`config.mk`:
```
export PLATFORM = sky130hd
export DESIGN_NAME = qspis_reg2wb_bridge
export DESIGN_NICKNAME = d
export VERILOG_FILES = /design/src/rtl/qspis_wb_pkg.sv /design/src/rtl/qspis_wb_tmr.sv /design/src/rtl/qspis_reg2wb_bridge.sv
export SDC_FILE = /design/constraint.sdc
export NUM_CORES = 1
export LEC_CHECK = 0
export BUFFER_PORTS_ARGS = -buffer_cell sky130_fd_sc_hd__buf_2
export CAP_MARGIN = 20
export CORE_MARGIN = 2
export CORE_UTILIZATION = 45
export CTS_BUF_LIST = sky130_fd_sc_hd__clkbuf_4
export DETAILED_ROUTE_END_ITERATION = 8
export PLACE_DENSITY = 0.77
export SLEW_MARGIN = 25
export SYNTH_ARGS = -nofsm -noshare
export SYNTH_HDL_FRONTEND = slang
export SYNTH_HIERARCHICAL = 1
export SYNTH_SLANG_ARGS = --single-unit
```
`constraint.sdc`:
```
create_clock -name mclk -period 4.6 [get_ports mclk]
set_input_delay 0.46 -clock mclk [delete_from_list [all_inputs] [get_ports mclk]]
set_output_delay 0.46 -clock mclk [all_outputs]
set_load 0.03 [all_outputs]
```
`src/rtl/qspis_wb_pkg.sv`:
```
// Shared types and helpers for the QSPI slave register-to-Wishbone bridge.
package qspis_wb_pkg;

    typedef enum logic [1:0] {
        IDLE = 2'd0,
        BUSY = 2'd1,
        DONE = 2'd2
    } state_t;

    // Read data handed back when the slave errors or never answers.
    localparam logic [31:0] TO_RDATA_DEFAULT = 32'hDEAD_BEEF;

    // Number of byte lanes for a given data width.
    function automatic int beWidth(input int dw);
        return dw / 8;
    endfunction

endpackage

```
`src/rtl/qspis_wb_tmr.sv`:
```
// Wait-cycle counter for an open Wishbone transaction; flags expiry on the
// last allowed cycle. TIMEOUT=0 disables expiry entirely.
module qspis_wb_tmr #(
    parameter int TIMEOUT = 255
) (
    input  logic clk,
    input  logic rst_n,
    input  logic clr,
    input  logic en,
    output logic expired
);

    localparam int CW = (TIMEOUT > 0) ? $clog2(TIMEOUT + 1) : 1;
    localparam logic [CW-1:0] LAST = (TIMEOUT > 0) ? CW'(TIMEOUT - 1) : '0;
    localparam logic [CW-1:0] MAXV = (TIMEOUT > 0) ? CW'(TIMEOUT) : '0;

    logic [CW-1:0] r_cnt;

    // Count cycles while enabled, restart on clear, saturate instead of wrapping.
    always_ff @(posedge clk) begin
        if (!rst_n) begin
            r_cnt <= '0;
        end else if (clr) begin
            r_cnt <= '0;
        end else if (en && (r_cnt != MAXV)) begin
            r_cnt <= r_cnt + 1'b1;
        end
    end

    assign expired = (TIMEOUT != 0) && (r_cnt == LAST);

endmodule

```
`src/rtl/qspis_reg2wb_bridge.sv`:
```
// Registered register-to-Wishbone master bridge. One transaction is held open
// until ack, err or timeout, then a single-cycle reg_ack reports the outcome.
// Optional feature macro: QSPIS_WB_POSTED_WR_EN (posted writes with a sticky
// background error flag wb_post_err).
module qspis_reg2wb_bridge
    import qspis_wb_pkg::*;
#(
    parameter int                DW        = 32,
    parameter int                AW_IN     = 24,
    parameter int                AW_OUT    = 32,
    parameter logic [AW_OUT-1:0] ADDR_BASE = '0,
    parameter int                TIMEOUT   = 255,
    parameter logic [31:0]       TO_RDATA  = TO_RDATA_DEFAULT
) (
    input  logic                      mclk,
    input  logic                      rst_n,
    input  logic                      reg_wr,
    input  logic                      reg_rd,
    input  logic [AW_IN-1:0]          reg_addr,
    input  logic [beWidth(DW)-1:0]    reg_be,
    input  logic [DW-1:0]             reg_wdata,
    output logic [DW-1:0]             reg_rdata,
    output logic                      reg_ack,
    output logic                      reg_err,
    output logic                      reg_tmo,
    output logic                      wbm_cyc_o,
    output logic                      wbm_stb_o,
    output logic [AW_OUT-1:0]         wbm_adr_o,
    output logic                      wbm_we_o,
    output logic [DW-1:0]             wbm_dat_o,
    output logic [beWidth(DW)-1:0]    wbm_sel_o,
    input  logic [DW-1:0]             wbm_dat_i,
    input  logic                      wbm_ack_i,
    input  logic                      wbm_err_i,
    output logic                      wb_post_err,
    input  logic                      wb_err_clr
);

    localparam int            BW    = beWidth(DW);
    localparam logic [DW-1:0] LP_TO = DW'(TO_RDATA);

    state_t           r_state, w_state;
    logic             r_cyc, w_cyc;
    logic             r_we, w_we;
    logic [AW_IN-1:0] r_adr, w_adr;
    logic [DW-1:0]    r_dat, w_dat;
    logic [BW-1:0]    r_sel, w_sel;
    logic [DW-1:0]    r_rdata, w_rdata;
    logic             r_ack, w_ack;
    logic             r_err, w_err;
    logic             r_tmo, w_tmo;
    logic             r_posted, w_posted;
    logic             w_tmr_clr;
    logic             w_tmr_exp;
    logic             w_post_set;

    qspis_wb_tmr #(
        .TIMEOUT (TIMEOUT)
    ) u_tmr (
        .clk     (mclk),
        .rst_n   (rst_n),
        .clr     (w_tmr_clr),
        .en      (r_state == BUSY),
        .expired (w_tmr_exp)
    );

    // Next-state and next-register values: accept in IDLE, resolve in BUSY, report in DONE.
    always_comb begin
        w_state    = r_state;
        w_cyc      = r_cyc;
        w_we       = r_we;
        w_adr      = r_adr;
        w_dat      = r_dat;
        w_sel      = r_sel;
        w_rdata    = r_rdata;
        w_ack      = 1'b0;
        w_err      = 1'b0;
        w_tmo      = 1'b0;
        w_posted   = r_posted;
        w_tmr_clr  = 1'b0;
        w_post_set = 1'b0;
        case (r_state)
            IDLE: begin
                if (reg_wr || reg_rd) begin
                    w_state   = BUSY;
                    w_cyc     = 1'b1;
                    w_we      = reg_wr;
                    w_adr     = reg_addr;
                    w_dat     = reg_wdata;
                    w_sel     = reg_be;
                    w_tmr_clr = 1'b1;
`ifdef QSPIS_WB_POSTED_WR_EN
                    w_posted  = reg_wr;
                    w_ack     = reg_wr;
`else
                    w_posted  = 1'b0;
`endif
                end
            end
            BUSY: begin
                if (wbm_ack_i || wbm_err_i) begin
                    w_cyc = 1'b0;
                    if (r_posted) begin
                        w_state    = IDLE;
                        w_post_set = wbm_err_i;
                    end else begin
                        w_state = DONE;
                        w_ack   = 1'b1;
                        w_err   = wbm_err_i;
                        if (r_we) begin
                            w_rdata = '0;
                        end else if (wbm_err_i) begin
                            w_rdata = LP_TO;
                        end else begin
                            w_rdata = wbm_dat_i;
                        end
                    end
                end else if (w_tmr_exp) begin
                    w_cyc = 1'b0;
                    if (r_posted) begin
                        w_state    = IDLE;
                        w_post_set = 1'b1;
                    end else begin
                        w_state = DONE;
                        w_ack   = 1'b1;
                        w_err   = 1'b1;
                        w_tmo   = 1'b1;
                        w_rdata = LP_TO;
                    end
                end
            end
            DONE: begin
                w_state = IDLE;
            end
            default: begin
                w_state = IDLE;
            end
        endcase
    end

    // State and output registers; reset drops cyc at once and suppresses any pending ack.
    always_ff @(posedge mclk) begin
        if (!rst_n) begin
            r_state  <= IDLE;
            r_cyc    <= 1'b0;
            r_we     <= 1'b0;
            r_adr    <= '0;
            r_dat    <= '0;
            r_sel    <= '0;
            r_rdata  <= '0;
            r_ack    <= 1'b0;
            r_err    <= 1'b0;
            r_tmo    <= 1'b0;
            r_posted <= 1'b0;
        end else begin
            r_state  <= w_state;
            r_cyc    <= w_cyc;
            r_we     <= w_we;
            r_adr    <= w_adr;
            r_dat    <= w_dat;
            r_sel    <= w_sel;
            r_rdata  <= w_rdata;
            r_ack    <= w_ack;
            r_err    <= w_err;
            r_tmo    <= w_tmo;
            r_posted <= w_posted;
        end
    end

`ifdef QSPIS_WB_POSTED_WR_EN
    logic r_post_err;

    // Sticky background write error; a new error beats a same-cycle clear.
    always_ff @(posedge mclk) begin
        if (!rst_n) begin
            r_post_err <= 1'b0;
        end else if (w_post_set) begin
            r_post_err <= 1'b1;
        end else if (wb_err_clr) begin
            r_post_err <= 1'b0;
        end
    end

    assign wb_post_err = r_post_err;
`else
    logic w_unused;
    assign w_unused    = wb_err_clr ^ w_post_set;
    assign wb_post_err = 1'b0;
`endif

    generate
        if (AW_OUT > AW_IN) begin : g_adr_ext
            assign wbm_adr_o = {ADDR_BASE[AW_OUT-1:AW_IN], r_adr};
        end else begin : g_adr_same
            assign wbm_adr_o = r_adr;
        end
    endgenerate

    assign wbm_cyc_o = r_cyc;
    assign wbm_stb_o = r_cyc;
    assign wbm_we_o  = r_we;
    assign wbm_dat_o = r_dat;
    assign wbm_sel_o = r_sel;
    assign reg_rdata = r_rdata;
    assign reg_ack   = r_ack;
    assign reg_err   = r_err;
    assign reg_tmo   = r_tmo;

endmodule

```
==> results of run 1 <==
==> sequential cells by signal (all words and copies together), names as in the netlist <==
| name | cells |
|---|---|
| r_state | 2 |
| r_adr | 24 |
| wbm_cyc_o | 1 |
| wbm_dat_o | 32 |
| reg_tmo | 1 |
| wbm_we_o | 1 |
| reg_err | 1 |
| reg_ack | 1 |
| u_tmr/r_cnt | 8 |
| wbm_sel_o | 4 |
| reg_rdata | 32 |
==> kinds of logic after synthesis <==
logic type,after synthesis
other,1
buffers and inverters,68
AOI/OAI and AO/OA,165
adders and majority gates,2
and+or+nand+nor,162
DFF,107
muxes,10
==> power by group <==
part | switching, uW | leakage (uW) | internal (uW)
combinational | 331 | 0.00161 | 161
clock | 319 | 0.0000725 | 169
sequential | 34.4 | 0.000879 | 998
==> per-layer routing <==
| layer | global-route usage, % | up-vias | wire (um) |
|---|---|---|---|
| met5 | 0 | - | 0 |
| li1 | - | 2115 | - |
| met2 | 33.9 | 137 | 5770 |
| met4 | 7.90 | 0 | 236 |
| met1 | 26.0 | 1998 | 5030 |
| met3 | 3.93 | 21 | 645 |
==> worst min-delay path: stages <==
cell and delay [ns]:
buf_2 0.10, nand3_1 0.05, a21boi_1 0.05
==> Yosys cell counts (2+ instances only) <==
library cell | n | area share, %
a211oi_1 | 4 | 0.65
a21boi_0 | 40 | 6.5
a21boi_1 | 23 | 3.8
a21oi_1 | 4 | 0.44
a31oi_1 | 2 | 0.27
and2_1 | 2 | 0.27
buf_2 | 19 | 2.1
buf_4 | 13 | 2.1
buf_6 | 5 | 1.2
clkbuf_1 | 16 | 1.3
clkbuf_2 | 6 | 0.65
dfxtp_1 | 107 | 47
ha_1 | 2 | 0.55
inv_1 | 9 | 0.74
mux2i_1 | 10 | 2.2
nand2_1 | 25 | 2.0
nand2b_1 | 2 | 0.27
nand3_1 | 64 | 7.0
nand4_1 | 2 | 0.27
nor2_1 | 52 | 4.3
o21ai_0 | 64 | 7.0
o221a_2 | 23 | 5.6
==> cell usage in the layout (no fill, tap or decap), drive strengths merged, types with 2 or more instances in the layout <==
cell type  instances
dfxtp            107
a21boi            63
buf              200
or2                2
inv               10
ha                 2
mux2i             10
nor3               2
a211oi             4
o21ai             65
and2               2
o221a             24
a21oi              4
clkinvlp           2
clkbuf             9
nand2             25
and4               2
nand4              2
nand3             65
nand2b             3
nor2              54
conb               9
a31oi              2
clkinv             3
==> area by class of cell <==
type,count,area [um2],share of cell area [%]
flip-flops and latches,107,2140,38.0
multi-input cells,348,2130,37.7
repair buffers,200,1030,18.2
well taps,133,166,2.95
clock inverters,7,76.3,1.35
clock buffers,9,67.6,1.20
inverters,9,33.8,0.599
==> metrics by stage <==
stage | utilization, % | worst slack (ns) | power [uW] | cell area, um2
floorplan | - | 3.03 | 1410 | 4620
global placement | 55.7 | 2.13 | 1530 | 5470
detailed placement | 55.8 | 2.18 | 1540 | 5480
CTS | 57.2 | 2.49 | 2020 | 5620
global route | 57.4 | 2.28 | 2110 | 5640
finish | 57.4 | 2.47 | 2010 | 5640
==> final timing paths <==
path                                startpoint             to
worst max-delay path            u_tmr/r_cnt[4]  reg_rdata[26]
worst min-delay path               reg_addr[1]       r_adr[1]
worst max register to register  u_tmr/r_cnt[4]  reg_rdata[26]
worst min register to register   reg_rdata[14]  reg_rdata[14]
==> metrics.md, run 1 <==
| Metric | Value |
|---|---|
| Port Buffers | 195 |
| Register area share after synthesis | 46.7% |
| # DRC | 0 |
| Final hold vios | 0 |
| Num ports | 206 |
| Die span in x | 105 um |
| Worst-margin pin slew | 1.00 ns |
| Final period utilization | 46.3% |
| Nature of the critical path endpoint | flip-flop |
| CTS Hold Bufs | 0 |
| Combinational family with the most area after synthesis | compound AO/OA/AOI/OAI gates |
| CORE AREA | 9820 um2 |
| Via density | 5.25 |
| Post-Syn Area | 4590 um2 |
| Dpl cells | 796 |
| Xor and xnor area share after synthesis | 0% |
| WL final | 11.7 mm |
| Latest clock arrival within the worst-skew pair | 0.46 ns |
| Die area | 11,000 um2 |
| Pins Over Slew Limit | 0 |
| EDFF count, synth | 0 |
| Power per cell area | 357 nW/um2 |
| Worst VDD drop | 0.000149 V |
| CTS clk-pin slew, worst paths | 0.16 ns |
| Synth Area in Compound Gates | 25.4% |
| Critical Path Fanout Max | 34 |
| R2R cell count | 5 |
| #FFs+latches synth | 107 |
| DP HPWL | 7.66 mm |
| RSZ-0062 raised after global routing | false |
| Clock Sinks | 107 |
| Vias in the first global route | 3,890 |
| Leak pwr | 0.00256 uW |
| Max-cap violation count | 0 |
| Fraction of layout cells with a size suffix above 1 | 36.8% |
| Mux cell area share after synthesis | 2.18% |
| Wire per inst | 14.4 um |
| Largest net degree at the start of global routing | 63 |
| Initial DRT Pass Iterations | 4 |
| First-pass GRT wire length | 18.7 mm |
| CP delay by family, top | simple AND/OR/NAND/NOR gates |
| Worst min path class | in2reg |
| Antenna Cells | 0 |
| Ys Warns | 6 |
| CTS max path bufs | 2 |
| Count of cell types in the netlist | 43 |
| Post-route ant nets | 0 |
| Worst endpoint required time | 5.00 ns |
| Crit Path Class | reg2reg |
| CP max stage delay | 0.69 ns |
| Worst-path cell chain | nand4_1, nor2_1, nor3_4, nor2_4, o221a_2 |
| Post-synthesis simple-gate area fraction | 17.0% |
| Num CTS Buffers | 9 |
| Post-CTS setup buffers | 0 |
| R2R setup slack | 2.47 ns |
| Final-layout fill cell count | 904 |
| All-Layer GR Usage | 20.3% |
| Via count | 4,271 |
| Sum Neg Setup Slack | 0 ns |
| Synth Instances | 515 |
| CTS resizes | 0 |
| Worst path bufs/invs | 0 |
| Grt ovf | 0 |
| Clk_skew | 0.0224 ns |
| CP arrival | 2.54 ns |
| CP Launch Type | flip-flop |
| Clock tree from TritonCTS | done |
| Critical Path Stages | 5 |
| Row count | 36 |
| RePlAce Congestion | 0.800 |
| Hold path depth | 3 |
| Initial Util | 46.8% |
| Layout area overhead | 22.8% |
| Max-Slew Margin vs Limit | 33.2% |
| Root Buffer | clkbuf_4 |
| Non-filler instance count after layout | 813 |
| Syn_area_per_cell | 8.91 um2 |
| Final setup viols | 0 |
| Antenna violations before repair | 0 |
| Synth Flop Type | dfxtp_1 |
| Die Ht | 105 um |
| Fmax | 469 MHz |
| H-tree Lvls | 3 |
| Tmin final | 2.13 ns |
| Status | completed |
| Post-synth ARST share | 0% |
| Final Net Count | 776 |
| Post-Synth Adder-Cell Area | 0.545% |
| Slowest library cell on the worst path | nor2_4 |
| DR iter-0 viols | 242 |
| Hold Slack | 0.238 ns |
(Power assumes the default switching activity.)
==> inputs of run 2 (changes only) <==
- ABC_AREA: not set -> 1
- PLACE_DENSITY: 0.77 -> 0.78
- clock period: 4.6 -> 2.2 ns (I/O delays scaled with it)
==> metrics.md, run 2 <==
| Metric | Value |
|---|---|
| CP arrival | 2.14 ns (-0.40 ns) |
| Area of the multi-input gates | 1900 um2 (-11%) |
| EDFF count, synth | 0 (unchanged) |
| R2R cell count | 10 (+5) |
| CTS max path bufs | 2 (unchanged) |
| Synth top cells by count | nor2_1 (170), dfxtp_1 (107), o21ai_0 (87) |
| R2R setup slack | 0.40 ns (-2.07 ns) |
| Fmax | 555 MHz (+18%) |
| Largest net degree at the start of global routing | 64 (+1.6%) |
| Worst-margin pin slew | 0.629 ns (-0.373 ns) |
| Sum Neg Setup Slack | 0 ns (unchanged) |
| CORE AREA | 9590 um2 (-2.3%) |
| DP HPWL | 7.66 mm (about the same) |
| Final setup viols | 0 (unchanged) |
| Die Ht | 103 um (-2.2%) |
| Grt ovf | 0 (unchanged) |
| Nature of the critical path endpoint | flip-flop |
| Via count | 4,352 (+1.9%) |
| Synth Instances | 580 (+13%) |
| R2r startpoint | u_tmr/r_cnt[4] |
| WL final | 11.0 mm (-5.8%) |
| Initial Util | 45.7% (-1.1 points) |
| Most common cell in the netlist | nor2_1 |
| Syn_area_per_cell | 7.55 um2 (-15%) |
| First-pass GRT wire length | 17.0 mm (-9.1%) |
| Dpl cells | 878 (+10%) |
| Ys Warns | 6 (unchanged) |
| Tmin final | 1.80 ns (-0.329 ns) |
| Final period utilization | 81.9% (+36 points) |
| Die area | 10,500 um2 (-4.4%) |
| Clk_skew | 0.0126 ns (-0.00988 ns) |
| Latest clock arrival within the worst-skew pair | 0.44 ns (-0.02 ns) |
| Hold Path Origin | reg_addr[7] |
| Num CTS Buffers | 9 (unchanged) |
| Row count | 36 (unchanged) |
| Fraction of layout cells with a size suffix above 1 | 31.0% (-5.7 points) |
| CP Launch Type | flip-flop |
| Non-filler instance count after layout | 906 (+11%) |
| Wire per inst | 12.1 um (-15%) |
| Worst VDD drop | 0.000427 V (+190%) |
| CTS clk-pin slew, worst paths | 0.16 ns (about the same) |
| Num ports | 206 (unchanged) |
| Layout area overhead | 27.6% |
| Hold path depth | 3 (unchanged) |
| Root Buffer | clkbuf_4 |
| Top-area cell type share of the netlist area | 48.9% (+2.2 points) |
| Synth Flop Type | dfxtp_1 |
| Clock tree from TritonCTS | done |
| Post-route ant nets | 0 (unchanged) |
| #FFs+latches synth | 107 (unchanged) |
| FF-to-FF End | reg_rdata[22] |
| Pins Over Slew Limit | 0 (unchanged) |
| All-Layer GR Usage | 20.2% (-0.18 points) |
| Post-Syn Area | 4380 um2 (-4.6%) |
| Port Buffers | 195 (unchanged) |
| Max-Slew Margin vs Limit | 58.0% (+25 points) |
| FF+latch area | 2140 um2 (unchanged) |
| Worst endpoint required time | 2.54 ns (-2.46 ns) |
| Synth area leaders | dfxtp_1 (49%), nor2_1 (15%), o21ai_0 (9.9%) |
| Count of cell types in the netlist | 31 (-28%) |
| Status | completed |
| Critical Path Fanout Max | 28 (-18%) |
| Most common cell after layout, fill and taps aside | buf_2 |
| Final Net Count | 869 (+12%) |
| DP Area | 5310 um2 (-3.0%) |
| Post-synth ARST share | 0% (unchanged) |
| CTS resizes | 0 (unchanged) |
| Die span in x | 103 um (-2.2%) |
| Most frequent cells in the layout | buf_2 (195), nor2_1 (170), dfxtp_1 (107) |
| Antenna Cells | 0 (unchanged) |
| H-tree Lvls | 3 (unchanged) |
| Antenna violations before repair | 0 (unchanged) |
| Worst min path class | in2reg |
| Power per cell area | 836 nW/um2 (+130%) |
| RSZ-0062 raised after global routing | false |
| Max-cap violation count | 0 (unchanged) |
| Leak pwr | 0.00278 uW (+8.4%) |
| # DRC | 0 (unchanged) |
| Largest area contributor in the netlist | dfxtp_1 |
| Design area | 5590 um2 (-0.87%) |
| Vias in the first global route | 3,942 (+1.3%) |
| Final-layout fill cell count | 893 (-1.2%) |
| Worst hold endpoint | r_adr[7] |
| RePlAce Congestion | 0.838 (+4.7%) |
| Register area share after synthesis | 48.9% (+2.2 points) |
| DR iter-0 viols | 103 (-57%) |
| Clock Sinks | 107 (unchanged) |
| Initial DRT Pass Iterations | 5 (+1) |
| Final hold vios | 0 (unchanged) |
| Via density | 4.80 (-8.6%) |
| Crit Path Class | reg2reg |
run 2: changes by cell type in the layout (fill, tap and decap cells not counted), sizes merged, moves of 26 or more:
cell    delta
a21boi    -63
a21oi     +34
nand2     +62
nand3     -50
nor2     +121
o21ai     +26
run 2: through the flow:
| stage | utilization, % | power (uW) | hold WS (ns) | worst slack [ns] |
|---|---|---|---|---|
| after floorplan | - | 3250 | 0.365 | 0.859 |
| after CTS | 58.2 | 4690 | 0.000182 | 0.414 |
| final | 58.3 | 4670 | 0.0163 | 0.398 |
| after detailed placement | 55.3 | 3600 | 0.464 | 0.446 |
| after global routing | 58.3 | 4940 | 0.0000590 | 0.186 |
| after global placement | 55.3 | 3560 | 0.458 | 0.516 |
run 2: cell families (layout without fill, tap and decap cells):
group | after synthesis | count (layout) | share of synthesized area, %
buffers and inverters | 59 | 244 | 8.54
AND/OR/NAND/NOR | 279 | 279 | 26.1
adder cells (fa/ha/maj) | 2 | 2 | 0.571
AO/OA/AOI/OAI | 130 | 130 | 15.4
other | 1 | 9 | 0.0856
flip-flops | 107 | 107 | 48.9
XOR/XNOR | 2 | 2 | 0.400
run 2: what timing repair did:
item | in CTS | in global routing
endpoints found under the hold margin | 11 | 1
setup endpoints to repair | 0 | 0
hold buffers | 11 | 1
buffers inserted | 0 | 0
run 2: layout make-up:
class / count / area share [%]
sequential: 107 / 38.3
multi-input combinational: 422 / 33.9
timing repair buffer: 214 / 21.0
tap: 133 / 2.98
clock buffer: 11 / 1.48
clock inverter: 5 / 1.39
inverter: 14 / 0.940
run 2: where the power goes:
group,leakage [uW],internal [uW],switching [uW]
Clock,0.0000868,484,615
Combinational,0.00181,408,915
Sequential,0.000885,2140,106
run 2: worst max-delay path by stage:
stage | slack, ns | endpoint | startpoint
final | 0.40 | reg_rdata[22] | u_tmr/r_cnt[4]
after floorplan | 0.86 | reg_rdata[14] | u_tmr/r_cnt[5]
after global placement | 0.52 | reg_rdata[22] | u_tmr/r_cnt[4]
after global routing | 0.19 | reg_rdata[22] | u_tmr/r_cnt[4]
after detailed placement | 0.45 | reg_rdata[22] | u_tmr/r_cnt[4]
after CTS | 0.41 | reg_rdata[22] | u_tmr/r_cnt[4]
run 2: metal layers:
metal,global-route usage [%],wire length (um),vias to the layer above
li1,-,-,2212
met1,23.1,4480,1966
met2,35.6,5350,154
met3,5.63,977,20
met4,7.79,185,0
met5,0,0,-
run 2: worst max-delay path, cell delays in order (launching register included):
cell	delay, ns
dfxtp_1	0.45
nand2_2	0.11
nor2_2	0.12
nand2_1	0.06
nor2_1	0.16
inv_1	0.10
nand2_4	0.27
buf_4	0.23
nand3_1	0.08
nand2_1	0.07
nor2_1	0.04
==> inputs of run 3 (changes only) <==
- CORE_UTILIZATION: 45 -> 43
- clock period: 2.2 -> 1.5 ns (I/O delays scaled with it)
==> metrics.md, run 3 (synthesis results as in run 2) <==
| Metric | Value |
|---|---|
| FF+latch area | 2150 um2 (+0.23%) |
| DP HPWL | 8.11 mm (+6.0%) |
| Crit Path Class | reg2reg |
| Fraction of layout cells with a size suffix above 1 | 31.0% (about the same) |
| Nature of the critical path endpoint | flip-flop |
| Via density | 4.92 (+2.5%) |
| Tmin final | 1.40 ns (-0.405 ns) |
| Grt ovf | 0 (unchanged) |
| Final Net Count | 937 (+7.8%) |
| RSZ-0062 raised after global routing | false |
| Design area | 6290 um2 (+13%) |
| Clk_skew | 0.0147 ns (+0.00215 ns) |
| Initial Util | 44.6% (-1.0 points) |
| Worst VDD drop | 0.000685 V (+61%) |
| Post-route ant nets | 0 (unchanged) |
| Port Buffers | 195 (unchanged) |
| # DRC | 0 (unchanged) |
| Max-cap violation count | 0 (unchanged) |
| Worst-path cell chain | nand2_4, nor2_4, nand2_1, nor2_2, inv_2, nand2_4, buf_4, nand3_1, nand2_1, nor2_1 |
| Slowest library cell on the worst path | dfxtp_2 |
| Status | completed |
| Num CTS Buffers | 9 (unchanged) |
| WL final | 13.2 mm (+20%) |
| CTS clk-pin slew, worst paths | 0.16 ns (about the same) |
| DP Area | 5390 um2 (+1.6%) |
| Worst endpoint required time | 1.87 ns (-0.67 ns) |
| First-pass GRT wire length | 20.6 mm (+21%) |
| RePlAce Congestion | 0.819 (-2.2%) |
| Power per cell area | 1150 nW/um2 (+37%) |
| Worst-margin pin slew | 0.550 ns (-0.0785 ns) |
| Antenna Cells | 0 (unchanged) |
| Final-layout fill cell count | 820 (-8.2%) |
| Row count | 36 (unchanged) |
| Clock tree from TritonCTS | done |
| Final hold vios | 0 (unchanged) |
| Latest clock arrival within the worst-skew pair | 0.45 ns (about the same) |
| Pins Over Slew Limit | 0 (unchanged) |
| H-tree Lvls | 3 (unchanged) |
| Die span in x | 105 um (+2.2%) |
| Root Buffer | clkbuf_4 |
| Most frequent cells in the layout | buf_2 (195), nor2_1 (169), dfxtp_1 (103) |
| Antenna violations before repair | 0 (unchanged) |
| CTS max path bufs | 2 (unchanged) |
| Final setup viols | 0 (unchanged) |
| Die area | 11,000 um2 (+4.5%) |
| Via count | 4,796 (+10%) |
| Most common cell after layout, fill and taps aside | buf_2 |
| CP Launch Type | flip-flop |
| R2R cell count | 10 (unchanged) |
| Vias in the first global route | 4,409 (+12%) |
| Final period utilization | 93.1% (+11 points) |
| Area of the multi-input gates | 1920 um2 (+1.2%) |
| Hold path depth | 5 (+2) |
| Critical Path Fanout Max | 5 (-82%) |
| CORE AREA | 9820 um2 (+2.3%) |
| Wire per inst | 13.5 um (+11%) |
| Die Ht | 105 um (+2.2%) |
| Fin util | 64.1% (+5.8 points) |
| Initial DRT Pass Iterations | 5 (unchanged) |
| Clock Sinks | 107 (unchanged) |
| CP max stage delay | 0.39 ns (-0.06 ns) |
| Design Power | 7210 uW (+54%) |
| Leak pwr | 0.00309 uW (+11%) |
| Layout area overhead | 43.6% |
| Largest net degree at the start of global routing | 62 (-3.1%) |
| DR iter-0 viols | 237 (+130%) |
| All-Layer GR Usage | 23.0% (+2.9 points) |
| CP arrival | 1.76 ns (-0.38 ns) |
| Worst min path class | in2reg |
| Fmax | 716 MHz (+29%) |
| Num ports | 206 (unchanged) |
| Max-Slew Margin vs Limit | 63.2% (+5.2 points) |
-- run 3: worst paths after layout --
| kind | start | endpoint | slack (ns) |
|---|---|---|---|
| worst min-delay path | wbm_dat_i[13] | reg_rdata[13] | 0.03 |
| worst max-delay path | u_tmr/r_cnt[5] | reg_rdata[8] | 0.10 |
| worst min register to register | wbm_dat_o[1] | wbm_dat_o[1] | 0.49 |
| worst max register to register | u_tmr/r_cnt[5] | reg_rdata[8] | 0.10 |
-- run 3: power by group --
part	switching (uW)	internal, uW	leakage (uW)
combinational	1420	723	0.00211
clock	910	842	0.0000975
sequential	167	3140	0.000887
-- run 3: through the flow --
stage / instances / setup WS [ns] / TNS [ns] / hold WS (ns)
6_report: 974 / 0.103 / 0 / 0.0317
5_1_grt: 974 / 0.00993 / 0 / 0.0217
4_1_cts: 970 / 0.00502 / 0 / 0.00299
3_5_place_dp: 889 / -0.0331 / -0.244 / 0.400
3_3_place_gp: 889 / 0.0742 / 0 / 0.398
2_1_floorplan: 588 / 0.159 / 0 / 0.295
-- run 3: repair_timing --
action,in CTS,in global routing
hold endpoints to repair,65,0
hold buffers,65,0
buffers inserted,0,3
endpoints found under the setup margin,23,32
gates resized for setup,4,9
cloned,0,1
pin swaps,0,1
-- run 3: final cells by class --
type	count	share of cell area, %
multi-input cells	423	30.5
inverters	14	0.835
repair buffers	281	29.0
clock inverters	7	1.85
flip-flops and latches	107	34.1
well taps	133	2.64
clock buffers	9	1.07
-- run 3: per-layer routing --
layer,share of wire [%],track usage (%),up-vias
met3,9.7,6.80,35
met2,49,40.2,257
li1,-,-,2348
met5,0,0,-
met1,38,26.4,2156
met4,2.7,9.14,0
-- run 3: critical path, delay by kind of cell (launching register included) --
kind	cells	cell delay, ns
and+or+nand+nor	8	0.72
DFF	1	0.39
buffers and inverters	2	0.21
